[config.mk]
export PLATFORM = sky130hd
export DESIGN_NAME = mem_port_arbiter
export DESIGN_NICKNAME = d
export VERILOG_FILES = /design/src/rtl/mem_port_arbiter.sv
export SDC_FILE = /design/constraint.sdc
export NUM_CORES = 1
export LEC_CHECK = 0
export ABC_AREA = 1
export CORE_MARGIN = 2
export CORE_UTILIZATION = 41
export CTS_CLUSTER_DIAMETER = 50
export DETAILED_ROUTE_END_ITERATION = 10
export PLACE_DENSITY = 0.9
export SYNTH_ARGS = -nofsm -noshare
export SYNTH_HDL_FRONTEND = slang
export SYNTH_SLANG_ARGS = --single-unit
[constraint.sdc]
create_clock -name clk -period 3.6 [get_ports clk]
set_input_delay 0.72 -clock clk [delete_from_list [all_inputs] [get_ports clk]]
set_output_delay 0.72 -clock clk [all_outputs]
set_load 0.005 [all_outputs]
[src/rtl/mem_port_arbiter.sv]
// Shared memory port arbiter: IF fetch vs MEM-stage load/store, with watchdog.
// Define MEM_ARB_FAIR_EN for alternating grants under contention.
module mem_port_arbiter #(
  parameter int ADDR_W  = 32,
  parameter int DATA_W  = 32,
  parameter int TIMEOUT = 255
) (
  input  logic              clk,
  input  logic              rst,
  input  logic              if_req,
  input  logic [ADDR_W-1:0] if_addr,
  output logic [DATA_W-1:0] if_rdata,
  output logic              if_ready,
  input  logic              d_req,
  input  logic              d_we,
  input  logic [2:0]        d_func3,
  input  logic [ADDR_W-1:0] d_addr,
  input  logic [DATA_W-1:0] d_wdata,
  output logic [DATA_W-1:0] d_rdata,
  output logic              d_ready,
  output logic              err,
  output logic              mem_req,
  output logic              mem_we,
  output logic [2:0]        mem_func3,
  output logic [ADDR_W-1:0] mem_addr,
  output logic [DATA_W-1:0] mem_wdata,
  input  logic [DATA_W-1:0] mem_rdata,
  input  logic              mem_ack,
  output logic              busy
);

  typedef enum logic [1:0] {
    IDLE,
    SERV_IF,
    SERV_D
  } state_e;

  localparam logic [15:0] CNT_LAST = 16'(TIMEOUT - 1);

  state_e            state_q, state_d;
  logic [15:0]       cnt_q, cnt_d;
  logic              req_q, req_d;
  logic              we_q, we_d;
  logic [2:0]        f3_q, f3_d;
  logic [ADDR_W-1:0] addr_q, addr_d;
  logic [DATA_W-1:0] wdata_q, wdata_d;
  logic              pick_d;
  logic              tmo;
  logic              done;

`ifdef MEM_ARB_FAIR_EN
  // last_d_q: 1 = data port was granted most recently
  logic last_d_q, last_d_d;
  assign pick_d = d_req & (~if_req | ~last_d_q);
`else
  assign pick_d = d_req;
`endif

  assign tmo  = ~mem_ack & (cnt_q == CNT_LAST);
  assign done = mem_ack | tmo;

  always_comb begin
    state_d  = state_q;
    cnt_d    = cnt_q;
    req_d    = req_q;
    we_d     = we_q;
    f3_d     = f3_q;
    addr_d   = addr_q;
    wdata_d  = wdata_q;
    if_ready = 1'b0;
    d_ready  = 1'b0;
    if_rdata = '0;
    d_rdata  = '0;
    err      = 1'b0;
`ifdef MEM_ARB_FAIR_EN
    last_d_d = last_d_q;
`endif
    unique case (state_q)
      IDLE: begin
        if (d_req | if_req) begin
          cnt_d = '0;
          req_d = 1'b1;
`ifdef MEM_ARB_FAIR_EN
          last_d_d = pick_d;
`endif
          if (pick_d) begin
            state_d = SERV_D;
            we_d    = d_we;
            f3_d    = d_func3;
            addr_d  = d_addr;
            wdata_d = d_wdata;
          end else begin
            state_d = SERV_IF;
            we_d    = 1'b0;
            f3_d    = 3'b010;
            addr_d  = if_addr;
            wdata_d = '0;
          end
        end
      end
      SERV_IF, SERV_D: begin
        err = tmo;
        if (state_q == SERV_D) begin
          d_ready = done;
          d_rdata = tmo ? '0 : mem_rdata;
        end else begin
          if_ready = done;
          if_rdata = tmo ? '0 : mem_rdata;
        end
        if (done) begin
          req_d   = 1'b0;
          state_d = IDLE;
        end else begin
          cnt_d = cnt_q + 16'd1;
        end
      end
      default: state_d = IDLE;
    endcase
  end

  always_ff @(posedge clk or negedge rst) begin
    if (!rst) begin
      state_q <= IDLE;
      cnt_q   <= '0;
      req_q   <= 1'b0;
      we_q    <= 1'b0;
      f3_q    <= '0;
      addr_q  <= '0;
      wdata_q <= '0;
    end else begin
      state_q <= state_d;
      cnt_q   <= cnt_d;
      req_q   <= req_d;
      we_q    <= we_d;
      f3_q    <= f3_d;
      addr_q  <= addr_d;
      wdata_q <= wdata_d;
    end
  end

`ifdef MEM_ARB_FAIR_EN
  always_ff @(posedge clk or negedge rst) begin
    if (!rst) last_d_q <= 1'b0;
    else      last_d_q <= last_d_d;
  end
`endif

  assign mem_req   = req_q;
  assign mem_we    = we_q;
  assign mem_func3 = f3_q;
  assign mem_addr  = addr_q;
  assign mem_wdata = wdata_q;
  assign busy      = (state_q != IDLE);

endmodule

==> impl_metrics.json, run 1 <==
{
  "finalWorstPathRequiredPeriod_ns": 3.157,
  "layout_commonest_cell": "clkdlybuf4s50_1",
  "yosys.area.top_type_share_pct": 48.56,
  "grt_pass1_vias": 4725,
  "fmax_ghz": 0.3167,
  "num_rows": 38,
  "synth_area_um2": 4483,
  "status": "finished, final reports clean",
  "ys_types": 29,
  "die_y_um": 108.6,
  "r2r_start": "state_q[0]",
  "num_antenna_cells": 0,
  "htreeDepth": 3,
  "nNetsFinal": 971,
  "cts.path.max_buffers": 2,
  "worstReg2RegEnd": "mem_addr[16]",
  "worstPathMaxFanout": 21,
  "ant_nets": 0,
  "drtPass1Iterations": 4,
  "finalSetupViolCount": 0,
  "crit_path_start_kind": "input port",
  "hpwlAfterDp_mm": 11.53,
  "final_layout_size_suffix_gt1_share_pct": 5.509,
  "hold_viol_final": 0,
  "mostFrequentLayoutCells": "272 x clkdlybuf4s50_1, 173 x nand2_1, 118 x nor2_1",
  "arrival_ns": 2.44,
  "ff2ff_setup_slack_ns": 1.59,
  "ctsResizeCount": 0,
  "via_per_inst": 5.002,
  "synth_warnings": 0,
  "synth_area_per_cell_um2": 7.851,
  "grt_pass1_wl_mm": 22.78,
  "finClkSkew_ns": 0.01145,
  "fin_setup_tns_ns": 0,
  "crit_path_end": "d_rdata[25]",
  "power_per_cell_area_nw_per_um2": 684.0,
  "clk_pin_slew_ns": 0.10,
  "path_class": "input port to output pin",
  "track_usage_pct": 24.88,
  "drt-initial-drc-count": 396,
  "leakage_uw": 0.003325,
  "syn_inst": 571,
  "rsz0062_at_grt": "false",
  "overflow": 0,
  "wl_per_cell_um": 15.30,
  "drv_slew": 0,
  "port-buffer-count": 273,
  "area_growth_pct": 67.01,
  "reg2reg_depth": 5,
  "cts_buffers": 9,
  "slew_headroom_pct": 31.99,
  "cp-startpoint": "mem_ack",
  "hold_buffers": 0,
  "coreArea_um2": 10750,
  "required_ns": 2.88,
  "vias": 4877,
  "yosysTopAreaCell": "dfrtp_1",
  "routabilityCongestion": 0.8952,
  "grt_max_degree": 73,
  "total_power_uw": 5121,
  "cts_root_buf": "clkbuf_8",
  "syn_nets": 712,
  "die_x_um": 108.6,
  "initial_core_util_pct": 41.72,
  "tightest_slew_ns": 1.019,
  "totalWireLength_mm": 14.91,
  "vdd_drop_max_v": 0.0003954,
  "drc": 0,
  "io-pin-count": 274,
  "drv_cap": 0,
  "synth-seq-area-share_pct": 48.56,
  "post_cts_buffers": 0,
  "dieArea_um2": 11790,
  "endpoint_kind": "output pin",
  "holdCritPathClass": "input port to async pin",
  "cts_tree": "built",
  "antenna_found_initial": 0,
  "post-route-period-util_pct": 87.70,
  "nFillCells": 844,
  "numClockSinks": 87,
  "synth.area.top_cells": "dfrtp_1 49%, nand2_1 14%, nor2_1 9.9%, a22o_1 6.8%, a31oi_1 4.5%",
  "clk-insertion-delay-late_ns": 0.38,
  "ys_seq_elements": 87
}
registers in the layout, indices dropped and copies added, names as in the netlist:
signal / flops
state_q: 2
cnt_q: 16
mem_req: 1
mem_func3: 3
mem_we: 1
mem_wdata: 32
mem_addr: 32
worst max-delay path, stage by stage:
cell and delay (ns):
clkdlybuf4s50_1 0.48, inv_1 0.11, nand3_1 0.13, buf_4 0.24, nand2_1 0.12, nor2_1 0.12
clkdlybuf4s50_1 0.51
routing by layer:
layer,up-vias,wire [um],GRT usage (%)
met4,0,298,8.333
met2,229,7718,44.91
met5,-,0,0
met3,18,1314,7.414
li1,2377,-,-
met1,2253,5582,27.85
worst min path at each step:
stage	startpoint	endpoint	slack, ns	cells after the start
3_5_place_dp	state_q[0]	state_q[0]	0.46	2
3_3_place_gp	state_q[0]	state_q[0]	0.46	2
6_report	rst	mem_addr[15]	0.45	1
4_1_cts	rst	mem_addr[15]	0.48	1
2_1_floorplan	rst	cnt_q[0]	0.42	0
5_1_grt	state_q[0]	state_q[0]	0.52	2
cell families after synthesis:
group                    share of synthesized area, %
AND/OR/NAND/NOR                                 31.04
flip-flops                                      48.56
AO/OA/AOI/OAI                                   12.53
buffers and inverters                           5.777
XOR/XNOR                                       0.9768
adder cells (fa/ha/maj)                         1.116
Yosys cell counts:
library cell	count
buf_1	1
nor2_4	1
buf_12	1
ha_1	4
nor3_1	7
o22a_1	1
o21ai_1	2
o21ai_0	1
nand2_2	9
buf_2	14
a22o_1	35
nand3b_1	1
xor2_1	4
nand2_1	173
o21ai_4	1
nor4_1	1
inv_2	1
dfrtp_1	87
nor2_1	118
nand2_4	4
clkinv_1	1
a31oi_1	32
clkbuf_1	17
nor2_2	3
nand4_1	3
inv_1	25
nand3_1	20
a21oi_1	3
xnor2_1	1
where the power goes:
part | leakage [uW] | switching (uW) | internal (uW)
clock | 0.000100 | 407 | 273
sequential | 0.00108 | 232 | 1360
combinational | 0.00215 | 1280 | 1570
total | 0.00332 | 1920 | 3200
metrics by stage:
stage | area, um^2 | utilization (%) | instances | hold slack [ns] | setup slack, ns
after floorplan | 4483 | - | 571 | 0.4244 | 1.569
after global placement | 7295 | 67.89 | 959 | 0.4571 | 0.5049
after detailed placement | 7295 | 67.89 | 959 | 0.4638 | 0.4606
after CTS | 7487 | 69.68 | 975 | 0.4841 | 0.4352
after global routing | 7487 | 69.68 | 975 | 0.5205 | 0.3200
final | 7487 | 69.68 | 975 | 0.4512 | 0.4428
area by class of cell:
class / instances / area, um^2 / share of cell area [%]
clock buffers: 9 / 123.9 / 1.654
clock inverters: 7 / 68.82 / 0.9191
inverters: 27 / 101.3 / 1.354
multi-input cells: 424 / 2051 / 27.39
flip-flops and latches: 87 / 2177 / 29.08
well taps: 140 / 175.2 / 2.340
repair buffers: 281 / 2790 / 37.27
(Power assumes the default switching activity.)
==> inputs of run 2 (changes only) <==
==> constraint.sdc (replaced) <==
create_clock -name clk -period 3.6 [get_ports clk]
set_input_delay 0.9 -clock clk [delete_from_list [all_inputs] [get_ports clk]]
set_output_delay 0.9 -clock clk [all_outputs]
set_load 0.005 [all_outputs]
==> impl_metrics.json, run 2 (same netlist as run 1, synthesis figures left out) <==
{
  "total_power_uw": 5050,
  "hold_buffers": 0,
  "antenna_found_initial": 0,
  "tightest_slew_ns": 0.9847,
  "numClockSinks": 87,
  "drv_cap": 0,
  "drc": 0,
  "r2r_start": "state_q[0]",
  "arrival_ns": 2.59,
  "die_x_um": 108.6,
  "fmax_ghz": 0.2865,
  "area_growth_pct": 67.09,
  "layout_commonest_cell": "clkdlybuf4s50_1",
  "vdd_drop_max_v": 0.0004607,
  "endpoint_kind": "output pin",
  "routabilityCongestion": 0.8935,
  "p_sw_share_pct": 36.98,
  "finalSetupViolCount": 0,
  "cts_root_buf": "clkbuf_8",
  "num_antenna_cells": 0,
  "instances_no_fill": 976,
  "overflow": 0,
  "final_layout_size_suffix_gt1_share_pct": 5.622,
  "cts_buffers": 9,
  "placed_cells": 961,
  "drtPass1Iterations": 4,
  "totalWireLength_mm": 14.82,
  "leakage_uw": 0.003320,
  "clk_pin_slew_ns": 0.09,
  "hold_viol_final": 0,
  "dieArea_um2": 11790,
  "cp-startpoint": "state_q[1]",
  "mostFrequentLayoutCells": "272 x clkdlybuf4s50_1, 173 x nand2_1, 118 x nor2_1",
  "p_int_uw": 3183,
  "nNetsFinal": 973,
  "initial_core_util_pct": 41.72,
  "combPwrFrac_pct": 56.2,
  "grt_pass1_vias": 4761,
  "ant_nets": 0,
  "status": "finished, final reports clean",
  "switching_power_uw": 1868,
  "post-route-period-util_pct": 96.97,
  "slew_headroom_pct": 34.28,
  "vias": 4934,
  "clk-insertion-delay-late_ns": 0.35,
  "cts_tree": "built",
  "io-pin-count": 274,
  "track_usage_pct": 24.53,
  "die_y_um": 108.6,
  "path_cells": "inv_1 > ha_1 > nand2_1 > buf_4 > nor2_1 > clkdlybuf4s50_1",
  "finalWorstPathRequiredPeriod_ns": 3.491,
  "seqPwrFrac_pct": 31.5,
  "cp_slowest_cell": "clkdlybuf4s50_1",
  "grt_pass1_wl_mm": 22.81,
  "required_ns": 2.70,
  "drv_slew": 0,
  "port-buffer-count": 273,
  "num_rows": 38,
  "reg2reg_depth": 7,
  "post_cts_buffers": 0,
  "crit_path_start_kind": "flop",
  "power_per_cell_area_nw_per_um2": 674.2,
  "path_class": "flop to output pin",
  "wl_per_cell_um": 15.18,
  "rsz0062_at_grt": "true",
  "grt_max_degree": 61,
  "htreeDepth": 3,
  "power_frac_clock_pct": 12.3,
  "finClkSkew_ns": 0.009592,
  "hpwlAfterDp_mm": 11.67,
  "coreArea_um2": 10750,
  "drt-initial-drc-count": 274,
  "crit_path_end": "if_rdata[17]",
  "worstPathMaxFanout": 17,
  "cts.path.max_buffers": 2,
  "ff2ff_setup_slack_ns": 1.73,
  "holdCritPathClass": "flop to flop",
  "worstReg2RegEnd": "mem_addr[27]",
  "via_per_inst": 5.055,
  "worst_path_largest_cell_delay_ns": 0.51
}
run 2: power groups by stage:
stage | Sequential, uW | Clock [uW] | Combinational (uW)
after floorplan | 1610 | 0 | 1200
after global placement | 1580 | 0 | 2780
after detailed placement | 1600 | 0 | 2850
after CTS | 1590 | 633 | 2870
after global routing | 1640 | 679 | 3100
final | 1590 | 619 | 2840
run 2: worst min path at each step:
stage / slack (ns) / to / start / cells after the start
after floorplan: 0.44 / state_q[0] / state_q[0] / 2
final: 0.49 / state_q[0] / state_q[0] / 2
after global placement: 0.45 / state_q[0] / state_q[0] / 2
after detailed placement: 0.47 / state_q[0] / state_q[0] / 2
after global routing: 0.54 / mem_wdata[18] / mem_wdata[18] / 1
after CTS: 0.49 / state_q[0] / state_q[0] / 2
run 2: critical path: cells and delay by family, from the launching register on:
family | cells | cell delay (ns)
flip-flops | 1 | 0.38
adder cells (fa/ha/maj) | 1 | 0.44
AND/OR/NAND/NOR | 2 | 0.52
buffers and inverters | 3 | 0.90
run 2: area by class of cell:
type,count,area (um^2)
Inverter,27,101.3
Timing Repair Buffer,283,2818
Sequential cell,87,2177
Fill cell,860,3254
Clock inverter,6,45.04
Clock buffer,9,123.9
Multi-Input combinational cell,424,2051
Tap cell,140,175.2
run 2: timing repair:
action	in CTS	in global routing
gates resized for setup	0	0
endpoints found under the setup margin	0	33
hold endpoints to repair	0	0
run 2: layer usage:
| metal | track usage (%) | part of all wire [%] | vias to the layer above | wire length (um) |
|---|---|---|---|---|
| met5 | 0 | 0 | - | 0 |
| met4 | 8.974 | 2.6 | 0 | 384 |
| met3 | 7.354 | 9.2 | 28 | 1365 |
| met2 | 43.97 | 51 | 238 | 7630 |
| met1 | 27.38 | 37 | 2292 | 5437 |
| li1 | - | - | 2376 | - |
run 2: through the flow:
step                hold slack (ns)  util [%]  instance area (um^2)  setup WS, ns  setup TNS (ns)
global route                 0.5367     69.71                  7491       -0.1153          -2.570
floorplan                    0.4419         -                  4483         1.209               0
finish                       0.4851     69.71                  7491        0.1092               0
detailed placement           0.4676     68.14                  7322        0.1347               0
global placement             0.4546     68.14                  7322        0.1818               0
CTS                          0.4897     69.71                  7491       0.07722               0
